<file path="src/rtl/seg7_display_driver.sv">
// Signed 16-bit value -> sign + 3 BCD digits (sequential double-dabble), time-multiplexed onto a
// 4-digit active-low 7-segment display. Optional cursor blink when SEG7_BLINK_EN is defined.
module seg7_display_driver #(
   parameter int REFRESH_DIV = 100000,
   parameter int BLINK_DIV   = 25000000
) (
   input  logic        clk,
   input  logic        reset,
   input  logic [15:0] value_in,
   input  logic        value_valid,
   input  logic [1:0]  cursor_sel,
   input  logic        blink_on,
   output logic        busy,
   output logic [3:0]  an,
   output logic [6:0]  seg,
   output logic        dp
);

   localparam int RW = (REFRESH_DIV > 1) ? $clog2(REFRESH_DIV) : 1;
   localparam logic [RW-1:0] REFRESH_LAST = RW'(REFRESH_DIV - 1);

   localparam logic [6:0] GLYPH_DASH  = 7'b0111111;
   localparam logic [6:0] GLYPH_BLANK = 7'b1111111;
   localparam logic [6:0] GLYPH_E     = 7'b0000110;
   localparam logic [6:0] GLYPH_R     = 7'b0101111;

   typedef enum logic [1:0] {
      S_IDLE   = 2'd0,
      S_SHIFT  = 2'd1,
      S_COMMIT = 2'd2
   } state_t;

   function automatic logic [16:0] f_mag(input logic [15:0] v);
      logic [16:0] ext;
      ext = {v[15], v};
      return v[15] ? (~ext + 17'd1) : ext;
   endfunction

   function automatic logic [15:0] f_adj(input logic [15:0] b);
      logic [15:0] r;
      for (int i = 0; i < 4; i++) begin
         r[i*4 +: 4] = (b[i*4 +: 4] >= 4'd5) ? (b[i*4 +: 4] + 4'd3) : b[i*4 +: 4];
      end
      return r;
   endfunction

   function automatic logic [6:0] f_digit(input logic [3:0] d);
      logic [6:0] g;
      case (d)
         4'd0:    g = 7'b1000000;
         4'd1:    g = 7'b1111001;
         4'd2:    g = 7'b0100100;
         4'd3:    g = 7'b0110000;
         4'd4:    g = 7'b0011001;
         4'd5:    g = 7'b0010010;
         4'd6:    g = 7'b0000010;
         4'd7:    g = 7'b1111000;
         4'd8:    g = 7'b0000000;
         4'd9:    g = 7'b0010000;
         default: g = GLYPH_BLANK;
      endcase
      return g;
   endfunction

   // ---------------- conversion FSM ----------------
   state_t      r_state;
   state_t      w_state_nxt;
   logic        w_load;
   logic [15:0] w_load_val;
   logic        w_commit;
   logic        w_pend_clr;

   logic [15:0] r_bin;
   logic [19:0] r_bcd;
   logic [3:0]  r_cnt;
   logic        r_sign_work;
   logic        r_pend_vld;
   logic [15:0] r_pend_val;

   logic        r_disp_sign;
   logic        r_disp_ovf;
   logic [3:0]  r_disp_d0;
   logic [3:0]  r_disp_d1;
   logic [3:0]  r_disp_d2;

   logic [16:0] w_mag;
   logic [15:0] w_bcd_adj;

   assign w_mag     = f_mag(w_load_val);
   assign w_bcd_adj = f_adj(r_bcd[15:0]);
   assign busy      = (r_state != S_IDLE);
   assign dp        = 1'b1;

   always_ff @(posedge clk or posedge reset) begin
      if (reset) begin
         r_state <= S_IDLE;
      end else begin
         r_state <= w_state_nxt;
      end
   end

   // A strobe during COMMIT is the newest value, so it wins over the pending slot.
   always_comb begin
      w_state_nxt = r_state;
      w_load      = 1'b0;
      w_load_val  = value_in;
      w_commit    = 1'b0;
      w_pend_clr  = 1'b0;
      case (r_state)
         S_IDLE: begin
            if (value_valid) begin
               w_load      = 1'b1;
               w_state_nxt = S_SHIFT;
            end
         end
         S_SHIFT: begin
            if (r_cnt == 4'd15) begin
               w_state_nxt = S_COMMIT;
            end
         end
         S_COMMIT: begin
            w_commit = 1'b1;
            if (value_valid) begin
               w_load      = 1'b1;
               w_pend_clr  = 1'b1;
               w_state_nxt = S_SHIFT;
            end else if (r_pend_vld) begin
               w_load      = 1'b1;
               w_load_val  = r_pend_val;
               w_pend_clr  = 1'b1;
               w_state_nxt = S_SHIFT;
            end else begin
               w_state_nxt = S_IDLE;
            end
         end
         default: w_state_nxt = S_IDLE;
      endcase
   end

   always_ff @(posedge clk or posedge reset) begin
      if (reset) begin
         r_pend_vld <= 1'b0;
         r_pend_val <= 16'd0;
      end else if (w_pend_clr) begin
         r_pend_vld <= 1'b0;
      end else if (value_valid && r_state == S_SHIFT) begin
         r_pend_vld <= 1'b1;
         r_pend_val <= value_in;
      end
   end

   // The magnitude MSB is pre-shifted at load so 17 bits convert in 16 shift cycles.
   // The top BCD nibble never exceeds 3, so it needs no add-3 correction.
   always_ff @(posedge clk or posedge reset) begin
      if (reset) begin
         r_bin       <= 16'd0;
         r_bcd       <= 20'd0;
         r_cnt       <= 4'd0;
         r_sign_work <= 1'b0;
      end else if (w_load) begin
         r_sign_work <= w_load_val[15];
         r_bcd       <= {19'd0, w_mag[16]};
         r_bin       <= w_mag[15:0];
         r_cnt       <= 4'd0;
      end else if (r_state == S_SHIFT) begin
         r_bcd <= {r_bcd[18:16], w_bcd_adj, r_bin[15]};
         r_bin <= {r_bin[14:0], 1'b0};
         r_cnt <= r_cnt + 4'd1;
      end
   end

   always_ff @(posedge clk or posedge reset) begin
      if (reset) begin
         r_disp_sign <= 1'b0;
         r_disp_ovf  <= 1'b0;
         r_disp_d0   <= 4'd0;
         r_disp_d1   <= 4'd0;
         r_disp_d2   <= 4'd0;
      end else if (w_commit) begin
         r_disp_sign <= r_sign_work;
         r_disp_ovf  <= |r_bcd[19:12];
         r_disp_d0   <= r_bcd[3:0];
         r_disp_d1   <= r_bcd[7:4];
         r_disp_d2   <= r_bcd[11:8];
      end
   end

   // ---------------- scan ----------------
   logic [RW-1:0] r_div;
   logic [1:0]    r_slot;
   logic [3:0]    r_an;
   logic [6:0]    r_seg;
   logic          w_tick;
   logic          w_blank;
   logic [6:0]    w_glyph;

   assign w_tick = (r_div == REFRESH_LAST);
   assign an     = r_an;
   assign seg    = r_seg;

`ifdef SEG7_BLINK_EN
   localparam int BW = (BLINK_DIV > 1) ? $clog2(BLINK_DIV) : 1;
   localparam logic [BW-1:0] BLINK_LAST = BW'(BLINK_DIV - 1);

   logic [BW-1:0] r_blink_cnt;
   logic          r_blink_off;

   always_ff @(posedge clk or posedge reset) begin
      if (reset) begin
         r_blink_cnt <= '0;
         r_blink_off <= 1'b0;
      end else if (r_blink_cnt == BLINK_LAST) begin
         r_blink_cnt <= '0;
         r_blink_off <= ~r_blink_off;
      end else begin
         r_blink_cnt <= r_blink_cnt + 1'b1;
      end
   end

   assign w_blank = blink_on & r_blink_off & (r_slot == cursor_sel);
`else
   logic w_unused_cfg;
   assign w_unused_cfg = ^{cursor_sel, blink_on};
   assign w_blank      = 1'b0;
`endif

   always_comb begin
      w_glyph = GLYPH_BLANK;
      case (r_slot)
         2'd0: w_glyph = r_disp_ovf ? GLYPH_R : f_digit(r_disp_d0);
         2'd1: w_glyph = r_disp_ovf ? GLYPH_R : f_digit(r_disp_d1);
         2'd2: w_glyph = r_disp_ovf ? GLYPH_E : f_digit(r_disp_d2);
         2'd3: w_glyph = r_disp_sign ? GLYPH_DASH : GLYPH_BLANK;
         default: w_glyph = GLYPH_BLANK;
      endcase
      if (w_blank) begin
         w_glyph = GLYPH_BLANK;
      end
   end

   // r_slot names the slot the next tick will drive, so the first tick lights slot 0.
   always_ff @(posedge clk or posedge reset) begin
      if (reset) begin
         r_div  <= '0;
         r_slot <= 2'd0;
         r_an   <= 4'b1111;
         r_seg  <= GLYPH_BLANK;
      end else if (w_tick) begin
         r_div  <= '0;
         r_slot <= r_slot + 2'd1;
         r_an   <= ~(4'b0001 << r_slot);
         r_seg  <= w_glyph;
      end else begin
         r_div  <= r_div + 1'b1;
      end
   end

endmodule

</file>
<file path="config.mk">
export PLATFORM = sky130hd
export DESIGN_NAME = seg7_display_driver
export DESIGN_NICKNAME = d
export VERILOG_FILES = /design/src/rtl/seg7_display_driver.sv
export SDC_FILE = /design/constraint.sdc
export NUM_CORES = 1
export LEC_CHECK = 0
export CELL_PAD_IN_SITES_DETAIL_PLACEMENT = 0
export CELL_PAD_IN_SITES_GLOBAL_PLACEMENT = 1
export CORE_MARGIN = 3
export CORE_UTILIZATION = 51
export DETAILED_ROUTE_END_ITERATION = 16
export PLACE_DENSITY = 0.83
export SYNTH_ARGS = -nofsm -noshare
export SYNTH_HDL_FRONTEND = slang
export SYNTH_SLANG_ARGS = --single-unit
</file>
<file path="constraint.sdc">
create_clock -name clk -period 8.15 [get_ports clk]
set_input_delay 0.815 -clock clk [delete_from_list [all_inputs] [get_ports clk]]
set_output_delay 0.815 -clock clk [all_outputs]
set_load 0.005 [all_outputs]
</file>
Word-level counts from Yosys, hierarchy flattened
Memory sizes are Yosys's and may differ from the RTL's. Cells that the tools add are included. W data, S select, Z words.

Register bits: 104. Memory bits (read-only): 336. Input bits: 22. Output and inout port bits: 13. Memories kept: 3.

Add/subtract/negate cells: 8. Order comparisons: 4. Eq/ne operators: 9. Shifts and indexed selects: 1. Mux-type cells: 33. Bitwise logic cells: 3. Reduce and logical (&&, ||, !) cells: 9.

Memories: (name not given) (words 16, bits a word 7, rd ports 1, clocked after Yosys merged registers in 0, wr ports 0, RTL line 49) `case (d)`; (name not given) (words 16, bits a word 7, rd ports 1, clocked after Yosys merged registers in 0, wr ports 0, RTL line 49); (name not given) (words 16, bits a word 7, rd ports 1, clocked after Yosys merged registers in 0, wr ports 0, RTL line 49).

Operators with widths (count): $mux W16 (5); $mux W20 (2); $add A17 B1 Y17 const B (2); $mux W17 (2); $mux W7 (4); $pmux W7 S4 (1); $mux W4 (6); $eq A17 B17 Y1 const B (1); $not A17 Y17 (1); $add A4 B2 Y4 const B (4); $ge A4 B3 Y1 const B (4); $mux W1 (9); $reduce_or A8 Y1 (1); $eq A2 B2 Y1 const B (3); $pmux W2 S3 (1); $reduce_bool A2 Y1 (3); $add A4 B1 Y4 const B (1); $eq A2 B1 Y1 const B (2); $eq A4 B4 Y1 const B (1); $logic_not A2 Y1 (2); $mux W2 (2); $ne A2 B2 Y1 const B (2); $not A4 Y4 (1); $reduce_and A2 Y1 (2); other kinds (5) (5).

Longest topological paths before layout
Gate-level depths: netlist of run 1.

Word-level depth: 7. Depth in mapped cells: 9. Gate-level depth less buffers: 8.

Least setup slack after synthesis of run 1
No wires, ideal clock.

Kind: input-to-reg. Start point: input value_valid. End point: register r_bin[14]. Arrival: 2.522 ns. Data required time: 8.026 ns. Setup slack: 5.504 ns. Cell stages on the path: 9. Path through: nand4bb_1 buf_6 buf_2 mux2i_1 ha_1 a21bo_1 o31ai_4 xnor2_1 o21ai_1.

Cells in the longest elaborated chain, start to end: 6. Elaborated cells on any way between the ends: 10. Classes of those cells: add/sub (1); mux (7); bitwise (1); reduce/logical (1).

Ends and longest elaborated chain: start: declaration (RTL line 10) `input logic value_valid,`; $mux W16 (RTL line 123) `if (value_valid) begin`; $mux W16 (RTL line 109) `case (r_state)`; $not A17 Y17 (RTL line 36) `return v[15] ? (~ext + 17'd1) : ext;`; $add A17 B1 Y17 (RTL line 36); $mux W17 (RTL line 36); $mux W16 (RTL line 160) `end else if (w_load) begin`; end signal: assignment (RTL line 163) `r_bin <= w_mag[15:0];`; end signal: assignment (RTL line 167) `r_bin <= {r_bin[14:0], 1'b0};`; end: declaration (RTL line 73) `logic [15:0] r_bin;`.

Parallel ways exist; a longest one is shown, timed or not. A chain may end at the register's enable or synchronous reset.

Worst setup path after layout of run 1
Ends and elaborated chain as after synthesis.

==> results.md, run 1 <==
* Initial Util at 0.536
* EDFF count, synth at 0
* Initial antenna violation count at 0
* Post-DRT Antenna Nets at 0
* CP bufs+invs at 2
* Area of the die at 13100 um^2
* Largest net degree at the start of global routing at between 80 and 90
* M1 wire length at 5810 um
* Slew headroom at 0.301
* Max Root-Sink Buffers at 2
* Layout cell share with drive strength beyond 1 at 0.105
* Synthesized instance count at 633
* LEAKAGE at 0.00291 uW
* Critical Path Sink Type: flip-flop
* Chip Width at 114 um
* Fin crit period at 2.98 ns
* Post-synthesis register bit count at approximately 100
* Register area share after synthesis at 0.437
* Worst Reg-to-Reg Cells at 5
* PwrDens at 293 nW/um^2
* Post-CTS Hold Fix Bufs at 0
* CP Launch Point: value_valid
* Critical Path Max Stage Delay at 0.55 ns
* Max IR drop VDD at 0.186 mV
* Critical-path maximum fanout at 21
* Yosys cell types at 63
* Area leader, netlist: dfrtp_1
* I/O pin count at 35
* DR vias at 4570
* Root Buffer: clkbuf_16
* Slowest CP cell: clkdlybuf4s50_1
* Synthesized area at 5990 um^2
* Hold Fails Final Rpt at 0
* Routed length per instance at 15.2 um
* CP startpoint kind: input port
* DRC at 0
* Final antenna diode count at 0
* Sink Count at 104
* Post-synth top cells: dfrtp_1 (93), nand2_1 (78), o21ai_0 (66)
* Nets at about 710
* Worst flop-to-flop path endpoint: seg[2]
* Worst reg2reg startpoint: r_div[13]
* Fmax at 0.335 GHz
* Area growth syn-to-layout at 11.6%
* Ys async rst share at 1.00
* Crit path max-delay family: buffers and inverters
* Total track usage at 0.199
* Std-Cell Rows at 38
* Syn avg cell area at 9.46 um^2
* Htree depth at 3
* Final hold slack at 0.460 ns
* DP HPWL at 8250 um
* Most frequent cell after synthesis: dfrtp_1
* Synth top area cells: dfrtp_1 (39%), ha_1 (7.3%), o21ai_0 (5.5%)
* CP Cell Sequence: clkdlybuf4s50_1 > nand4bb_1 > buf_4 > mux2i_1 > ha_1 > a21bo_1 > o31ai_4 > xnor2_1 > o21ai_1
* Final setup violation count at 0
* RSZ-0062 raised after global routing: false
* Syn_nets at between 600 and 700
* Drt via density at 5.75
* Number of synthesis warnings at 0
* CORE AREA at roughly 11000 um^2
* Final Slew Violations at 0
* Metal2 WL at around 5600 um
* Clk_skew at 0.00972 ns
* Routed WL at 12100 um
* Main synth FF type: dfrtp_1
* Outcome: completed
* Setup TNS at 0 ns
* Period utilization at 0.366
* GR Overflow Total at 0
* Met3 Routed Length at 503 um
* CP endpoint: r_bin[14]
* Global-route wire length before repair at 21200 um
* Critical Path RT at around 8.4 ns
* PostCTS Resize Cnt at 0
* Reg2Reg Setup Slack at ~5.6 ns
* Die Y-Extent at 114 um
* Total setup buffers inserted after CTS at 0
* Worst min path class: reg -> reg
* Clock transition at the registers of the reported paths at 0.07 ns
* GPL Wtd Cong at 0.841
* CTS Buf Count at 9
* # port buffers at 30
* TritonCTS clock tree: done
* Vias in the first global route at between 4000 and 5000
* Total stage count of the critical path at 9
* Clk_lat worst skew at 0.35 ns
* Critical path class: in -> reg
* Crit path DAT at 3.21 ns
* Drt first pass iters at 5
* Top-area cell type share of the netlist area at 0.389
* Fill count at 965
* Worst slew pin tran at 1.05 ns
* Max Used Layer: met4
* DRT iter0 DRCs at between 200 and 300
* Max_cap viols at 0
-- report_power, final --
group,leakage [uW],internal (uW),switching (uW)
registers,0.00130,666,155
clock network,0.000148,257,194
logic,0.00146,305,380
total,0.00291,1230,730
-- worst min path at each step --
stage	end	start	cells after the start	slack, ns
after floorplan	r_disp_sign	r_sign_work	2	0.44
after detailed placement	an[3]	an[3]	2	0.46
after CTS	an[3]	an[3]	2	0.46
after global placement	an[1]	an[1]	2	0.45
final	an[3]	an[3]	2	0.46
after global routing	an[1]	an[1]	2	0.50
-- cell type report --
type	instances	area [um^2]	share of cell area
multi-input cells	475	3140	0.470
flip-flops and latches	104	2620	0.392
repair buffers	35	338	0.0506
clock buffers	11	253	0.0378
well taps	140	175	0.0262
inverters	25	96.3	0.0144
clock inverters	5	62.6	0.00937
-- metal layers --
metal  GRT usage  up-vias
met5           0        -
met4      0.0586        0
met3      0.0444       13
met2       0.312       98
met1       0.278     2211
li1            -     2248
-- flip-flops by register name, summed over array words and instances, names as in the netlist --
register / flops
an: 4
r_bcd: 20
r_bin: 16
r_cnt: 4
r_disp_d0: 4
r_disp_d1: 4
r_disp_d2: 4
r_disp_ovf: 1
r_disp_sign: 1
r_div: 17
r_pend_val: 16
r_pend_vld: 1
r_sign_work: 1
r_slot: 2
r_state: 2
seg: 7
-- metrics by stage --
stage           util  area [um^2]  total power [uW]  setup slack (ns)  instances
5_1_grt        0.598         6680              2120              5.00        795
3_5_place_dp   0.570         6360              1510              4.81        779
2_1_floorplan      -         5990              1340              4.62        633
3_3_place_gp   0.570         6360              1480              4.78        779
6_report       0.598         6680              1960              5.17        795
4_1_cts        0.598         6680              1970              5.15        795
-- cell usage in the layout (no fill, tap or decap), types with 4 or more instances in the layout --
master / netlist / final
mux2i_1: 12 / 12
a22oi_1: 4 / 4
or4_4: 4 / 4
o22ai_1: 7 / 7
a31oi_1: 4 / 4
xor2_1: 21 / 21
a21oi_1: 43 / 43
buf_4: 1 / 5
nand3_1: 9 / 9
xnor2_1: 19 / 19
dfstp_2: 11 / 11
inv_1: 25 / 24
o21ai_1: 9 / 9
nor2b_1: 6 / 5
nand4_1: 5 / 5
nor3_1: 12 / 12
nand2b_1: 11 / 11
mux2_2: 16 / 16
clkbuf_16: 0 / 9
and3_1: 8 / 8
o31ai_1: 8 / 8
or2_2: 6 / 6
o21ai_0: 66 / 66
nand2_1: 78 / 78
ha_1: 35 / 35
dfrtp_1: 93 / 93
nor2_1: 40 / 40
a32o_1: 4 / 4
clkdlybuf4s50_1: 0 / 30
-- cell families after synthesis --
family / synth area share
AOI/OAI and AO/OA: 0.169
other: 0.000626
xor gates and xnor gates: 0.0585
muxes: 0.0502
DFF: 0.437
and+or+nand+nor: 0.172
buffers and inverters: 0.0393
adders and majority gates: 0.0731
-- worst min-delay path, delay by kind of cell (launching register included) --
family / cells / cell delay [ns]
AOI/OAI and AO/OA: 1 / 0.05
and+or+nand+nor: 1 / 0.04
DFF: 1 / 0.37
(Power assumes the default switching activity.)
==> run 2: changes to the inputs <==
--- a/config.mk
+++ b/config.mk
@@ -8,9 +8,9 @@
 export CELL_PAD_IN_SITES_DETAIL_PLACEMENT = 0
 export CELL_PAD_IN_SITES_GLOBAL_PLACEMENT = 1
 export CORE_MARGIN = 3
-export CORE_UTILIZATION = 51
+export CORE_UTILIZATION = 47
 export DETAILED_ROUTE_END_ITERATION = 16
-export PLACE_DENSITY = 0.83
+export PLACE_DENSITY = 0.77
 export SYNTH_ARGS = -nofsm -noshare
 export SYNTH_HDL_FRONTEND = slang
 export SYNTH_SLANG_ARGS = --single-unit
==> constraint.sdc (replaced) <==
create_clock -name clk -period 3.1 [get_ports clk]
set_input_delay 0.31 -clock clk [delete_from_list [all_inputs] [get_ports clk]]
set_output_delay 0.31 -clock clk [all_outputs]
set_load 0.005 [all_outputs]
==> results.md, run 2 (same netlist as run 1, synthesis figures left out) <==
* Hold Fails Final Rpt at 0 (unchanged)
* Crit path DAT at 2.53 ns (-0.68 ns)
* CP startpoint kind: flip-flop
* Post-Layout Cell Count at 828 (+4.2%)
* PwrDens at 771 nW/um^2 (+160%)
* Critical Path RT at 3.38 ns (-5.00 ns)
* Fill count at 1149 (+19%)
* TritonCTS clock tree: done
* Sink Count at 104 (unchanged)
* Setup TNS at 0 ns (unchanged)
* DR vias at 4492 (-1.7%)
* CP Cell Sequence: nand4bb_1 > buf_4 > nor3_2 > nor2_1 > or4_1 > a21oi_1
* Chip Width at 119 um (+4.0%)
* Initial antenna violation count at 0 (unchanged)
* Vias in the first global route at 4316 (-4.8%)
* Outcome: completed
* Total setup buffers inserted after CTS at 0 (unchanged)
* Std-Cell Rows at 40 (+5.3%)
* GPL Wtd Cong at 0.801 (-4.8%)
* Drt via density at 5.43 (-5.6%)
* Worst min path class: in -> async
* Largest net degree at the start of global routing at 57 (-32%)
* CORE AREA at 12200 um^2 (+9.3%)
* Worst slew pin tran at 0.788 ns (-0.261 ns)
* Most frequent cells in the layout: dfrtp_1 (93), nand2_1 (78), o21ai_0 (66), a21oi_1 (43), nor2_1 (40)
* Max Root-Sink Buffers at 2 (unchanged)
* Critical Path Sink Type: flip-flop
* Placed Area at 6450 um^2 (+1.3%)
* Post-CTS Hold Fix Bufs at 0 (unchanged)
* GR Overflow Total at 0 (unchanged)
* Die Y-Extent at 119 um (+4.0%)
* Internal at 3280 uW (+170%)
* Gate power share at 0.350 (about the same)
* Global-route wire length before repair at 20700 um (-2.5%)
* Tot Pwr at 5220 uW (+170%)
* Reg power frac at 0.413 (-0.007)
* Clock transition at the registers of the reported paths at 0.07 ns (about the same)
* Total track usage at 0.178 (-0.0216)
* Max FFs per register at 20 (unchanged)
* DRC at 0 (unchanged)
* I/O pin count at 35 (unchanged)
* Fmax at 0.444 GHz
* Final antenna diode count at 0 (unchanged)
* Critical-path maximum fanout at 15 (-29%)
* Clock power share at 0.237 (+0.007)
* Max IR drop VDD at 0.374 mV (+100%)
* Critical Path Max Stage Delay at 0.56 ns (about the same)
* Area growth syn-to-layout at 13.1%
* Nets at 712 (+0.71%)
* Switch Pwr at 1940 uW (+170%)
* Final Slew Violations at 0 (unchanged)
* Crit path max-delay family: simple AND/OR/NAND/NOR gates
* Initial Util at 0.490 (-0.0456)
* Drt first pass iters at 5 (unchanged)
* DRT iter0 DRCs at 262 (-5.8%)
* Slew headroom at 0.474 (+0.173)
* Reg2Reg Setup Slack at 0.85 ns (-4.75 ns)
* Max_cap viols at 0 (unchanged)
* Post-DRT Antenna Nets at 0 (unchanged)
* Period utilization at 0.726
* Slowest CP cell: or4_1
* CP bufs+invs at 1 (-1)
* Root Buffer: clkbuf_16
* Final setup violation count at 0 (unchanged)
* Htree depth at 3 (unchanged)
* RSZ-0062 raised after global routing: false
* DP Cell Count at 812 (+4.2%)
* Routed length per instance at 14.8 um (-2.7%)
* Most flop-heavy register: r_bcd
* Post-route cell area at 6770 um^2 (+1.4%)
* Top flop regs: r_bcd x20, r_div x17
* Commonest non-fill, non-tap cell in the layout: dfrtp_1
* Layout cell share with drive strength beyond 1 at 0.112 (+0.00678)
* LEAKAGE at 0.00295 uW (+1.3%)
* # port buffers at 30 (unchanged)
* Switching Share at 0.372 (-0.00121)
* Fin crit period at 2.25 ns
* DP HPWL at 8730 um (+5.8%)
* Routed WL at 12300 um (+1.3%)
* CTS Buf Count at 9 (unchanged)
* Clk_lat worst skew at 0.35 ns (about the same)
* Clk_skew at 0.00866 ns (-0.00106 ns)
* PostCTS Resize Cnt at 0 (unchanged)
* Area of the die at 14100 um^2 (+8.1%)
* Critical path class: reg -> reg
==> run 2: cell types whose count changed in the layout (fill, tap and decap cells not counted), sizes merged <==
cell	before	now
buf	5	10
clkinvlp	2	1
bufinv	1	2
clkbuf	11	9
inv	26	28
==> run 2: area by class of cell <==
class,instances,area [um^2],share of cell area
Sequential cell,104,2620,0.386
Multi-Input combinational cell,475,3140,0.463
Clock buffer,9,225,0.0333
Clock inverter,7,98.8,0.0146
Timing Repair Buffer,40,388,0.0573
Inverter,25,96.3,0.0142
Tap cell,168,210,0.0310
==> run 2: power by group through the flow <==
stage | Combinational, uW | Clock [uW] | Sequential (uW)
6_report | 1830 | 1240 | 2160
5_1_grt | 2090 | 1330 | 2220
4_1_cts | 1850 | 1270 | 2150
3_5_place_dp | 1840 | 0 | 2180
3_3_place_gp | 1770 | 0 | 2160
2_1_floorplan | 1500 | 0 | 2030
==> run 2: worst paths after layout <==
path / start / end / cells after the start
max: r_state[0] / r_bin[15] / 6
min: reset / r_bcd[12] / 2
max reg2reg: r_state[0] / r_bin[15] / 6
min reg2reg: an[2] / an[2] / 2
max in group asynchronous: reset / seg[5] / 3
min in group clk: an[2] / an[2] / 2
==> run 2: routing by layer <==
layer | wire length [um] | GRT usage | up-vias
met5 | 0 | 0 | -
met4 | 87 | 0.0492 | 0
met3 | 354 | 0.0347 | 8
met2 | 5850 | 0.290 | 57
met1 | 5960 | 0.242 | 2163
li1 | - | - | 2264
==> run 2: per-stage QoR <==
stage / setup WS, ns / utilization / hold WS (ns)
after floorplan: 0.0760 / - / 0.439
after global routing: 0.687 / 0.555 / 0.464
after global placement: 0.527 / 0.528 / 0.451
after CTS: 0.845 / 0.555 / 0.428
after detailed placement: 0.478 / 0.528 / 0.456
final: 0.850 / 0.555 / 0.407
==> run 3: changes to the inputs <==
==> constraint.sdc (replaced) <==
create_clock -name clk -period 2.2 [get_ports clk]
set_input_delay 0.22 -clock clk [delete_from_list [all_inputs] [get_ports clk]]
set_output_delay 0.22 -clock clk [all_outputs]
set_load 0.005 [all_outputs]
==> results.md, run 3 (same netlist as run 1, synthesis figures left out) <==
* Outcome: completed
* Nets at 750 (+5.3%)
* PwrDens at 1060 nW/um^2 (+38%)
* Routed WL at 12700 um (+3.6%)
* CORE AREA at 12200 um^2 (unchanged)
* Reg2Reg Setup Slack at 0.11 ns (-0.74 ns)
* Total setup buffers inserted after CTS at 0 (unchanged)
* Top flop regs: r_bcd x20, r_div x17
* Chip Width at 119 um (unchanged)
* Core Util, Final at 0.580 (+0.0249)
* TritonCTS clock tree: done
* Drt via density at 5.38 (-0.83%)
* Drt first pass iters at 5 (unchanged)
* Layout cell share with drive strength beyond 1 at 0.163 (+0.0512)
* Max FFs per register at 20 (unchanged)
* DRC at 0 (unchanged)
* Critical Path RT at 2.50 ns (-0.88 ns)
* Post-Layout Cell Count at 866 (+4.6%)
* LEAKAGE at 0.00313 uW (+6.3%)
* Initial antenna violation count at 0 (unchanged)
* Clock transition at the registers of the reported paths at 0.07 ns (about the same)
* Max_cap viols at 0 (unchanged)
* Hold Fails Final Rpt at 0 (unchanged)
* I/O pin count at 35 (unchanged)
* DP Cell Count at 850 (+4.7%)
* Clk_lat worst skew at 0.35 ns (about the same)
* Most frequent cells in the layout: dfrtp_1 (93), nand2_1 (78), o21ai_0 (66), buf_4 (47), a21oi_1 (43)
* PostCTS Resize Cnt at 0 (unchanged)
* Critical Path Sink Type: flip-flop
* CTS Buf Count at 9 (unchanged)
* CP startpoint kind: flip-flop
* Fin crit period at 2.09 ns (-0.163 ns)
* Initial Util at 0.490 (unchanged)
* Most flop-heavy register: r_bcd
* # port buffers at 30 (unchanged)
* Root Buffer: clkbuf_16
* Worst min path class: in -> async
* Post-DRT Antenna Nets at 0 (unchanged)
* DRT iter0 DRCs at 252 (-3.8%)
* Commonest non-fill, non-tap cell in the layout: dfrtp_1
* Final setup violation count at 0 (unchanged)
* RSZ-0062 raised after global routing: false
* Critical-path maximum fanout at 6 (-9)
* Max IR drop VDD at 0.741 mV (+98%)
* Crit path DAT at 2.38 ns (-0.15 ns)
* Total track usage at 0.185 (+0.00739)
* Post-CTS Hold Fix Bufs at 0 (unchanged)
* Std-Cell Rows at 40 (unchanged)
* Final antenna diode count at 0 (unchanged)
* Largest net degree at the start of global routing at 105 (+84%)
* Fmax at 0.479 GHz (+7.8%)
* Global-route wire length before repair at 21400 um (+3.7%)
* Max Root-Sink Buffers at 2 (unchanged)
* Clk_skew at 0.00771 ns (-0.000948 ns)
* Final hold slack at 0.363 ns (-0.0441 ns)
* DP HPWL at 9080 um (+4.0%)
* Final Slew Violations at 0 (unchanged)
* Vias in the first global route at 4527 (+4.9%)
* Area growth syn-to-layout at 18.2%
* Routed length per instance at 14.7 um (-0.98%)
* Htree depth at 3 (unchanged)
* Slew headroom at 0.627 (+0.154)
* Critical path class: reg -> reg
* DR vias at 4659 (+3.7%)
* Setup TNS at 0 ns (unchanged)
* GPL Wtd Cong at 0.790 (-1.4%)
* Die Y-Extent at 119 um (unchanged)
* Tot Pwr at 7510 uW (+44%)
* Period utilization at 0.949 (+0.223)
* Worst slew pin tran at 0.559 ns (-0.228 ns)
* Sink Count at 104 (unchanged)
* Area of the die at 14100 um^2 (unchanged)
* GR Overflow Total at 0 (unchanged)
run 3: path summary, 6_finish.rpt:
path                            startpoint        end  depth (start not counted)
worst max-delay path             r_div[13]     seg[5]                          6
worst min-delay path                 reset  r_bcd[13]                          3
worst max register to register   r_div[13]     seg[5]                          6
worst min register to register       an[2]      an[2]                          2
max in group asynchronous            reset      an[3]                          3
min in group clk                     an[2]      an[2]                          2
run 3: worst max-delay path, cell delays in order (launching register included):
cell     delay [ns]
dfrtp_1        0.42
or4b_1         0.58
nor4b_2        0.31
and4_2         0.33
o21ai_1        0.10
a31oi_1        0.18
a21o_1         0.11
run 3: per-layer routing:
metal / track usage / share of wire
met1: 0.249 / 0.48
met2: 0.303 / 0.48
met3: 0.0451 / 0.034
met4: 0.0413 / 0.0093
met5: 0 / 0
run 3: through the flow:
stage	cell area (um^2)	worst slack (ns)
finish	7080	0.113
global route	7080	0.00385
CTS	7080	0.0849
detailed placement	6750	-0.126
global placement	6750	-0.0795
floorplan	6010	0.0341
run 3: cell type report:
type | count | area (um^2)
well taps | 168 | 210
clock inverters | 5 | 78.8
fillers | 1110 | 5130
clock buffers | 11 | 243
inverters | 25 | 97.6
flip-flops and latches | 104 | 2620
multi-input cells | 475 | 3160
repair buffers | 78 | 673
run 3: power by group:
group          internal, uW  switching [uW]  total [uW]
logic                  1270            1480        2750
clock network          1030             719        1750
registers              2470             551        3020
